--- config.mk ---
export PLATFORM = sky130hd
export DESIGN_NAME = uart_tx_fifo
export DESIGN_NICKNAME = d
export VERILOG_FILES = /design/src/rtl/uart_tx_fifo.sv
export SDC_FILE = /design/constraint.sdc
export NUM_CORES = 1
export LEC_CHECK = 0
export CAP_MARGIN = 20
export CORE_MARGIN = 2
export CORE_UTILIZATION = 59
export DETAILED_ROUTE_END_ITERATION = 6
export PLACE_DENSITY_LB_ADDON = 0.1
export SLEW_MARGIN = 20
export SYNTH_ARGS = -nofsm -noshare
export SYNTH_HDL_FRONTEND = slang
export SYNTH_SLANG_ARGS = --single-unit
--- constraint.sdc ---
create_clock -name i_Clock -period 3.75 [get_ports i_Clock]
set_clock_uncertainty 0.1 [all_clocks]
set_input_delay 0.75 -clock i_Clock [delete_from_list [all_inputs] [get_ports i_Clock]]
set_output_delay 0.75 -clock i_Clock [all_outputs]
set_load 0.01 [all_outputs]
--- src/rtl/uart_tx_fifo.sv ---
`timescale 1ns/1ps
// uart_tx_fifo
//   Byte FIFO that feeds a UART transmitter. Producers push one byte per
//   clock with a write strobe. A small feeder FSM pops one byte at a time
//   and hands it to the transmitter over its DV/Active/Done handshake.
//
// Ports
//   i_Clock, i_Reset        : clock, synchronous active-high reset
//   i_Wr_DV, i_Wr_Byte      : write strobe and data
//   o_Full, o_Empty, o_Count: fill status (combinational from registers)
//   o_Overflow              : one-clock pulse after a dropped write
//   o_Busy                  : FIFO non-empty or feeder not idle
//   o_TX_DV, o_TX_Byte      : request and byte to the transmitter
//   i_TX_Active, i_TX_Done  : transmitter status
module uart_tx_fifo #(
    parameter int DEPTH = 16,
    localparam int ADDR_W = $clog2(DEPTH)
) (
    input  logic              i_Clock,
    input  logic              i_Reset,
    input  logic              i_Wr_DV,
    input  logic [7:0]        i_Wr_Byte,
    output logic              o_Full,
    output logic              o_Empty,
    output logic [ADDR_W:0]   o_Count,
    output logic              o_Overflow,
    output logic              o_Busy,
    output logic              o_TX_DV,
    output logic [7:0]        o_TX_Byte,
    input  logic              i_TX_Active,
    input  logic              i_TX_Done
);
    localparam int CNT_W = ADDR_W + 1;
    localparam logic [CNT_W-1:0] FULL_CNT = CNT_W'(DEPTH);

    typedef enum logic [2:0] {
        S_SYNC,
        S_IDLE,
        S_WAIT_ACT,
        S_WAIT_DONE,
        S_WAIT_CLR
    } state_t;

    logic [7:0]        mem_q [DEPTH];
    logic [ADDR_W-1:0] wr_ptr_q, wr_ptr_d;
    logic [ADDR_W-1:0] rd_ptr_q, rd_ptr_d;
    logic [CNT_W-1:0]  count_q, count_d;
    logic              ovf_q, ovf_d;
    logic              tx_dv_q, tx_dv_d;
    logic [7:0]        tx_byte_q, tx_byte_d;
    state_t            state_q, state_d;

    logic full, empty, wr_en, pop;

    assign full  = (count_q == FULL_CNT);
    assign empty = (count_q == '0);
    // Full is judged on the registered count, so a pop on the same edge
    // does not rescue a write that arrives while full.
    assign wr_en = i_Wr_DV && !full;
    assign pop   = (state_q == S_IDLE) && !empty;

    always_comb begin
        wr_ptr_d  = wr_ptr_q;
        rd_ptr_d  = rd_ptr_q;
        count_d   = count_q;
        ovf_d     = i_Wr_DV && full;
        tx_dv_d   = 1'b0;
        tx_byte_d = tx_byte_q;
        state_d   = state_q;

        if (wr_en) begin
            wr_ptr_d = wr_ptr_q + ADDR_W'(1);
        end

        if (wr_en && !pop) begin
            count_d = count_q + CNT_W'(1);
        end else if (!wr_en && pop) begin
            count_d = count_q - CNT_W'(1);
        end

        case (state_q)
            // Transmitter has no reset: wait for it to go quiet before
            // issuing anything, otherwise a DV could land mid-frame.
            S_SYNC: begin
                if (!i_TX_Active && !i_TX_Done) begin
                    state_d = S_IDLE;
                end
            end
            S_IDLE: begin
                if (pop) begin
                    tx_dv_d   = 1'b1;
                    tx_byte_d = mem_q[rd_ptr_q];
                    rd_ptr_d  = rd_ptr_q + ADDR_W'(1);
                    state_d   = S_WAIT_ACT;
                end
            end
            S_WAIT_ACT: begin
                if (i_TX_Active) begin
                    state_d = S_WAIT_DONE;
                end
            end
            S_WAIT_DONE: begin
                if (i_TX_Done) begin
                    state_d = S_WAIT_CLR;
                end
            end
            // Done can be held for many clocks; wait for it to drop so the
            // next DV reaches a transmitter that is back in idle.
            S_WAIT_CLR: begin
                if (!i_TX_Done) begin
                    state_d = S_IDLE;
                end
            end
            default: state_d = S_SYNC;
        endcase
    end

    // Storage is not reset; stale contents are unreachable once the
    // pointers and count are cleared.
    always_ff @(posedge i_Clock) begin
        if (wr_en) begin
            mem_q[wr_ptr_q] <= i_Wr_Byte;
        end
    end

    always_ff @(posedge i_Clock) begin
        if (i_Reset) begin
            wr_ptr_q  <= '0;
            rd_ptr_q  <= '0;
            count_q   <= '0;
            ovf_q     <= 1'b0;
            tx_dv_q   <= 1'b0;
            tx_byte_q <= 8'h00;
            state_q   <= S_SYNC;
        end else begin
            wr_ptr_q  <= wr_ptr_d;
            rd_ptr_q  <= rd_ptr_d;
            count_q   <= count_d;
            ovf_q     <= ovf_d;
            tx_dv_q   <= tx_dv_d;
            tx_byte_q <= tx_byte_d;
            state_q   <= state_d;
        end
    end

    assign o_Full     = full;
    assign o_Empty    = empty;
    assign o_Count    = count_q;
    assign o_Overflow = ovf_q;
    assign o_Busy     = !empty || (state_q != S_IDLE);
    assign o_TX_DV    = tx_dv_q;
    assign o_TX_Byte  = tx_byte_q;

endmodule

==> summary.md <==
| Metric | Value |
|---|---|
| Final layout net count | `roughly 420` |
| PortBufs | `30` |
| Clk buf depth | `2` |
| Area of the multi-input gates | `between 1500 and 2000 um^2` |
| Arrival @ worst endpoint | `between 3 and 4 ns` |
| Clock latency on the worst-skew pair | `roughly 0.53 ns` |
| Startpoint Class | `flip-flop` |
| Number of global-route vias before repair | `approximately 3.3k` |
| Largest net degree at the start of global routing | `35` |
| Synth Flop Type | `edfxtp_1` |
| Max cap viols | `0` |
| IR Drop Worst-Case VDD | `0.351 mV` |
| CTS tree | `built` |
| Yosys cell types | `38` |
| RSZ-0062 raised after global routing | `false` |
| Gr usage total | `a little under a quarter` |
| Via/cell ratio | `5.83` |
| ANT nets after route | `0` |
| Flop-to-flop setup slack | `0.60 ns` |
| Dpl cells | `just over 500` |
| First DRT Iteration DRCs | `299` |
| Fillers | `approximately 670` |
| EDFF count, synth | `about 130` |
| Synth Cell Area | `approximately 6200 um^2` |
| Power per cell area | `a little over 600 nW/um^2` |
| Crit end category | `flip-flop` |
| Cells after synthesis | `347` |
| Starting Density | `roughly three fifths` |
| Hold-fix buffers at CTS | `0` |
| First-pass GRT wire length | `~18,000 um` |
| Setup slack after placement | `between 0.5 and 0.6 ns` |
| CTS Root Cell | `clkbuf_8` |
| Final setup vio count | `0` |
| GR Overflow Total | `0` |
| H-Tree Level Count | `4` |
| FF+latch area | `approximately 4400 um^2` |
| Initial antenna violation count | `0` |
| Slew margin rel. | `54.0%` |
| Area Overhead vs Synth | `17.9%` |
| Drt pass-1 iters | `4` |
| DRC violations left | `0` |
| Post_cts resized | `0` |
| Final period utilization | `about 84%` |
| Hold Fails Final Rpt | `0` |
| Die ar. | `11,400 um^2` |
| Fmax | `0.317 GHz` |
| Async SR Flop Fraction | `0%` |
| Share of the yosys chip area belonging to registers | `between 70% and 80%` |
| Die Y | `roughly 110 um` |
| Status | `complete, no violations` |
| Inserted Diodes | `0` |
| Io pins | `31` |
| Pwr Total | `between 4 and 5 mW` |
| Setup TNS | `0 ns` |
| Final core area utilization | `a little under three quarters` |
| Slew @ Worst Pin | `0.690 ns` |
| Via count | `about 3.2k` |
| Routed Wire Length | `11,600 um` |
| Worst Hold Class | `reg2reg` |
| Sink Count | `~150` |
| Synth warn | `0` |
| WL per Instance | `21.2 um` |
| Chip width | `between 100 and 150 um` |
| Layout cells sized above 1 | `about 24%` |
| Final std cells w/o fill | `550` |
| P_leak | `2.42 nW` |
| GPL Wtd Cong | `between 0.8 and 0.9` |
| Minimum clock period | `between 3 and 4 ns` |
| Core area | `10,300 um^2` |
| Post-DP HPWL | `approximately 7500 um` |
| Syn Nets | `370` |
| Slew Viols, Final | `0` |
| #FFs+latches synth | `roughly 150` |
| Avg Synthesized Cell Area | `17.9 um^2` |
| Critical path fanouts, max | `16` |
| Std cell rows | `37` |
| Post-CTS setup buffers | `0` |
| PnR worst setup slack | `0.599 ns` |
| Worst EP required | `slightly above 4 ns` |
| CP Class | `reg2reg` |
| Clock Pin Slew Worst Setup and Hold Paths | `0.06 ns` |
| CTS Buf Count | `17` |
## path summary, 6_finish.rpt
kind / start / end / cells past startpoint
setup / recovery: o_Count[0] / o_Count[4] / 10
hold / removal: rd_ptr_q[3] / rd_ptr_q[3] / 2
setup reg to reg: o_Count[0] / o_Count[4] / 10
hold reg to reg: rd_ptr_q[3] / rd_ptr_q[3] / 2
## per-layer routing
metal | vias to the layer above | routed length [um] | global-route usage [%]
li1 | 1471 | - | -
met1 | 1651 | 5140 | 31.4
met2 | 75 | 5840 | 36.6
met3 | 12 | 503 | 5.35
met4 | 0 | 170 | 7.98
met5 | - | 0 | 0
## power breakdown
| part | internal [mW] | leakage, nW | total [mW] | switching, mW |
|---|---|---|---|---|
| combinational | 0.441 | 0.782 | 0.829 | 0.388 |
| sequential | 1.95 | 1.37 | 2.06 | 0.109 |
| clock | 0.945 | 0.273 | 1.61 | 0.662 |
## cell usage in the layout (no fill, tap or decap), drive strengths merged, types with 3 or more instances in the layout
cell type / n
inv: 10
xnor2: 3
buf: 24
mux4: 32
xor2: 5
dfxtp: 26
clkinv: 9
clkdlybuf4s50: 30
nor2: 31
nand2b: 3
nand2: 9
nor3: 7
edfxtp: 128
a21oi: 8
o221ai: 8
clkbuf: 17
ha: 9
o21ai: 3
nand3b: 8
mux2i: 19
a21o: 3
## worst max-delay path: stages, from the launching register on
cell and delay (ns):
dfxtp_1 0.36, nor4_2 0.45, nand2b_1 0.21, nand2_2 0.30, ha_1 0.27, inv_1 0.11
ha_1 0.33, a21o_1 0.19, a21oi_1 0.16, mux2i_1 0.21, mux2_2 0.34
## cells by family (layout without fill, tap and decap cells)
group                    count (synthesis)  in the layout  synth area share (%)
AO/OA/AOI/OAI                           25             25                  3.60
XOR/XNOR                                 8              8                  1.13
adder cells (fa/ha/maj)                 10             10                  2.13
buffers and inverters                   27             94                  2.15
AND/OR/NAND/NOR                         71             71                  5.99
flip-flops                             154            154                  70.2
multiplexers                            52             52                  14.8
## cell usage after synthesis (all sizes together) (3+ instances only)
cell type  number  area, um^2
o21ai           3        15.0
ha              9         113
nor3            7        35.0
dfxtp          26         521
inv             8        30.0
nand2b          3        18.8
nor2           31         116
a21oi           8        40.0
clkbuf          8        30.0
xnor2           3        26.3
nand2           9        36.3
mux4           32         721
o221ai          8         120
xor2            5        43.8
mux2i          19         190
nand3b          8        60.1
a21o            3        22.5
edfxtp        128        3840
buf            11        73.8
## flip-flops by register name (all words and copies together), names as in the netlist
register,flops
mem_q,128
rd_ptr_q,4
o_Overflow,1
o_TX_DV,1
o_TX_Byte,8
wr_ptr_q,4
o_Count,5
state_q,3
## layout make-up
class / count / area share (%)
Clock buffer: 17 / 5.65
Clock inverter: 15 / 2.05
Inverter: 8 / 0.410
Multi-Input combinational cell: 166 / 23.5
Sequential cell: 154 / 59.5
Tap cell: 136 / 2.32
Timing Repair Buffer: 54 / 6.55
## stage by stage
stage | cell area, um^2 | hold WS, ns
after detailed placement | 6770 | 0.400
final | 7330 | 0.421
after global placement | 6770 | 0.371
after global routing | 7330 | 0.451
after floorplan | 6220 | 0.361
after CTS | 7330 | 0.413
Note: power is estimated with default switching activity, not from simulation.
==> patch 1: new RTL, same settings <==
Set the parameter `DEPTH` to 8 (it was 16).
--- a/src/rtl/uart_tx_fifo.sv
+++ b/src/rtl/uart_tx_fifo.sv
@@ -14,5 +14,5 @@
 //   i_TX_Active, i_TX_Done  : transmitter status
 module uart_tx_fifo #(
-    parameter int DEPTH = 16,
+    parameter int DEPTH = 8,
     localparam int ADDR_W = $clog2(DEPTH)
 ) (
Interface: changed (resized o_Count); port bits go from 31 to 30. The function was not compared with the original's and may differ.
==> patch 1 against the original RTL <==
- sequential cell count is 67 lower
- global-route usage shrank 1.5 points
- sequential power shrank 42%
- first-iteration DRC count down 43%
- total power decreased by 45%
- design area shrank 45%
- setup slack better by 0.068 ns
- area after synthesis shrank 44%
- wire length fell by 47%
- maximum frequency grew 2.2%
- core utilization increased by 1.5 points
- highest routed layer unchanged
==> patch 1: results (changes against the original RTL) <==
----------------------------------------------------
[Logic synthesis]
  Number of enable-type register cells in the synthesized netlist ... 64 (-50%)
  Share of the yosys chip area belonging to registers ... 69.0% (-1.2 points)
  Most frequent cells after synthesis ... edfxtp_1, dfxtp_1, nor2_1
  Avg Synthesized Cell Area ... 15.8 um2 (-12%)
  Async SR Flop Fraction ... 0% (unchanged)
  Synth cell types ... 36 (-5.3%)
  Number of synthesis warnings ... 0 (unchanged)
  Net count after synthesis ... 238 (-36%)
  Top post-synthesis cells by area ... edfxtp_1, dfxtp_1, mux4_2, nor2_1, nor3_1

[Clock tree]
  Number of gates given a new drive strength after cts ... 0 (unchanged)
  Post-CTS Setup Inserts ... 0 (unchanged)
  TritonCTS Buffers ... 9 (-8)
  H-Tree Depth ... 3 (-1)
  Clock latency of the later-clocked register in the worst-skew pair ... 0.35 ns (-0.18 ns)
  Maximum buffer depth of the clock tree ... 2 (unchanged)
  Worst-path clk slew ... 0.09 ns (+0.03 ns)

[Placement]
  DPL Wire Length ... 3.85 mm (-49%)
  Final GP Congestion ... 0.769 (-5.2%)
  Total placed cells including tap cells ... 320 (-38%)
  Total of buffers placed on input and output ports ... 29 (-3.3%)

[GRT]
  Met1 layer usage reported by global route ... 30.0% (-1.4 points)
  Total global routing track utilization ... 21.4% (-1.5 points)
  GR peak layer ... met2
  Total grt overflow ... 0 (unchanged)
  Vias in the first global route ... 1849 (-43%)
  Global-route wire length before repair ... 9.67 mm (-48%)
  GR Layer Usage met2 ... 33.0% (-3.6 points)
  Global-route track usage on met3 ... 5.51% (+0.16 points)
  Largest net degree at the start of global routing ... 19 (-46%)

[Power]
  Peak VDD IR ... 0.000351 V (-0.15%)
  Leakage component of the power ... 1.36 nW (-44%)

[Finish]
  Max FFs per register ... 64 (-50%)
  Ant diodes ... 0 (unchanged)
  Register bank with the most flops ... mem_q
  Post-route non-filler standard cell count ... 336 (-39%)
  Fraction of final layout cells sized beyond drive strength 1 ... 19.3% (-4.8 points)
  Nets ... 278 (-34%)

[Detailed routing]
  1st-iter DRT viols ... 171 (-43%)
  Post-detailed-route wirelength per cell ... 18.4 um (-13%)
  Vias per Instance ... 5.79 (-0.68%)
  Detailed-routing iteration count for the pre-antenna-repair pass ... 4 (unchanged)

[Setup path]
  CP arrival ... 3.23 ns (-0.24 ns)
  Peak fanout along the critical path ... 11 (-5)
  Top Family by Delay on Critical Path ... simple AND/OR/NAND/NOR gates
  CP max stage delay ... 0.70 ns (+0.25 ns)
  Max stage delay cell, worst path ... or4_1

[Timing]
  Remaining max-slew budget at the tightest pin ... 43.6% (-10 points)
  Final-report max-slew violation count ... 0 (unchanged)

[Worst hold path]
  Class of the worst hold path ... reg -> reg

[Status]
  Outcome ... finished, final reports clean

----------------------------------------------------
patch 1: worst paths after layout:
path                startpoint      endpoint  slack (ns)  cells past startpoint
hold / removal    o_TX_Byte[3]  o_TX_Byte[3]        0.39                      2
setup reg to reg    o_Count[0]    o_Count[3]        0.67                     10
setup / recovery    o_Count[0]    o_Count[3]        0.67                     10
hold reg to reg   o_TX_Byte[3]  o_TX_Byte[3]        0.39                      2
patch 1: worst min-delay path, cell delays in order (launching register included):
cell     delay, ns
dfxtp_1       0.32
nor2_1        0.09
nor3_1        0.04
patch 1: power by group:
part           total (mW)  internal [mW]  switching [mW]
combinational       0.616          0.316           0.301
sequential           1.20           1.13          0.0663
clock               0.681          0.336           0.345
total                2.49           1.78           0.712
patch 1: stage by stage:
stage	power [mW]	setup WS [ns]	util, %	area (um2)
floorplan	1.64	0.938	-	3450
CTS	2.51	0.688	72.8	4060
finish	2.49	0.667	72.8	4060
global route	2.62	0.564	72.8	4060
detailed placement	1.84	0.544	69.0	3850
global placement	1.82	0.642	69.0	3850
patch 1: layout make-up:
cell class,count,area [um2]
inverter,9,33.8
tap,72,90.1
timing repair buffer,39,365
multi-input combinational,113,975
clock buffer,10,138
sequential,87,2380
fill,370,1520
clock inverter,6,73.8
patch 1: routing by layer:
layer | wire length (um) | vias up
met2 | 3100 | 47
met4 | 54 | 0
met3 | 368 | 4
met1 | 2680 | 980
met5 | 0 | -
li1 | - | 916
patch 1: cells by family after synthesis:
family | count (synthesis) | share of synthesized area [%]
xor gates and xnor gates | 7 | 1.99
muxes | 18 | 11.1
buffers and inverters | 19 | 2.79
AOI/OAI and AO/OA | 22 | 3.95
adders and majority gates | 6 | 2.39
and+or+nand+nor | 60 | 8.84
DFF | 87 | 69.0
==> patch 2: new RTL, same flow settings <==
Made on the original files. `tx_byte_q` no longer has a reset.
--- a/src/rtl/uart_tx_fifo.sv
+++ b/src/rtl/uart_tx_fifo.sv
@@ -131,5 +131,4 @@
             ovf_q     <= 1'b0;
             tx_dv_q   <= 1'b0;
-            tx_byte_q <= 8'h00;
             state_q   <= S_SYNC;
         end else begin
@@ -139,7 +138,10 @@
             ovf_q     <= ovf_d;
             tx_dv_q   <= tx_dv_d;
-            tx_byte_q <= tx_byte_d;
             state_q   <= state_d;
         end
+    end
+
+    always_ff @(posedge i_Clock) begin
+        tx_byte_q <= tx_byte_d;
     end
 
Function: differs if i_Reset is asserted again (counterexample within 4 cycles, from zero or initial values and one cycle with i_Reset high); with i_Reset held inactive, the same outputs for 10 cycles.
==> patch 2 against the original RTL <==
- sequential share of layout area rose by 2.2 points
- area after synthesis fell by 0.95%
- worst hold slack improved by 0.043 ns
- via count fell by 2.1%
- total power fell by 0.20%
- design area fell by 1.9%
- largest cell class unchanged
- critical endpoint is now o_Empty
- wire length fell by 0.92%
- sequential cell count did not move
- setup slack got worse by 0.049 ns
- die area fell by 0.92%
- largest power group unchanged
==> patch 2: results (changes against the original RTL) <==
----------------------------------------------------
[Setup path]
  R2r worst-path depth ... 9 (-1)
  Reg-to-reg slack, setup ... 0.76 ns (+0.16 ns)
  Max stage delay cell, worst path ... or4_4
  CP max stage delay ... 0.65 ns (+0.20 ns)
  Destination of the critical timing path ... o_Empty

[Power]
  Clock network fraction of design power ... 33.8% (-1.9 points)
  Cell area power density ... 623 nW/um2 (+1.7%)
  Combinational power ... 0.910 mW (+9.8%)
  Peak VDD IR ... 0.000355 V (+0.97%)

[Finish]
  Layout inverter count without the clock tree ... 10 (+2)
  Count of clock-net buffers in the final layout ... 18 (+1)
  Clock-cell share of area ... 7.39% (-0.31 points)
  Buffers, non-clock ... 46 (-15%)
  Buffering overhead ... 5.84% (-0.71 points)
  Fraction of standard cell area in multi-input logic ... 22.1% (-1.4 points)
  Number of fillers in the final layout ... 645 (-3.9%)

[Logic synthesis]
  Number of enable-type register cells in the synthesized netlist ... 136 (+6.3%)
  Top post-synthesis cells by area ... edfxtp_1, mux4_2, dfxtp_1, nor2_1, a22oi_1

[GRT]
  Global-route track usage on met3 ... 3.74% (-1.6 points)
  Total global routing track utilization ... 22.4% (-0.49 points)

[Detailed routing]
  Vias per Instance ... 5.79 (-0.79%)
  Detailed Route WL ... 11.5 mm (-0.92%)
  Total length of routed met2 wires ... 5.92 mm (+1.4%)
  1st-iter DRT viols ... 161 (-46%)
  Routed metal-1 wire length ... 5.03 mm (-2.1%)

[Status]
  Outcome ... finished, final reports clean

[Placement]
  DPL Wire Length ... 7.12 mm (-4.8%)

----------------------------------------------------
## patch 2: per-stage QoR
| step | hold slack, ns | instances | area [um2] | setup WS, ns |
|---|---|---|---|---|
| 6_report | 0.465 | 543 | 7200 | 0.550 |
| 3_3_place_gp | 0.441 | 511 | 6660 | 0.554 |
| 2_1_floorplan | 0.416 | 349 | 6160 | 0.943 |
| 3_5_place_dp | 0.448 | 511 | 6660 | 0.518 |
| 4_1_cts | 0.463 | 543 | 7200 | 0.525 |
| 5_1_grt | 0.518 | 543 | 7200 | 0.458 |
## patch 2: kinds of logic (layout without fill, tap and decap cells)
| logic type | count (synthesis) | after routing | synth area share, % |
|---|---|---|---|
| buffers and inverters | 30 | 88 | 2.05 |
| xor gates and xnor gates | 9 | 9 | 1.28 |
| AOI/OAI and AO/OA | 33 | 33 | 4.14 |
| muxes | 36 | 36 | 12.4 |
| adders and majority gates | 10 | 10 | 2.15 |
| DFF | 154 | 154 | 72.1 |
| and+or+nand+nor | 77 | 77 | 5.87 |
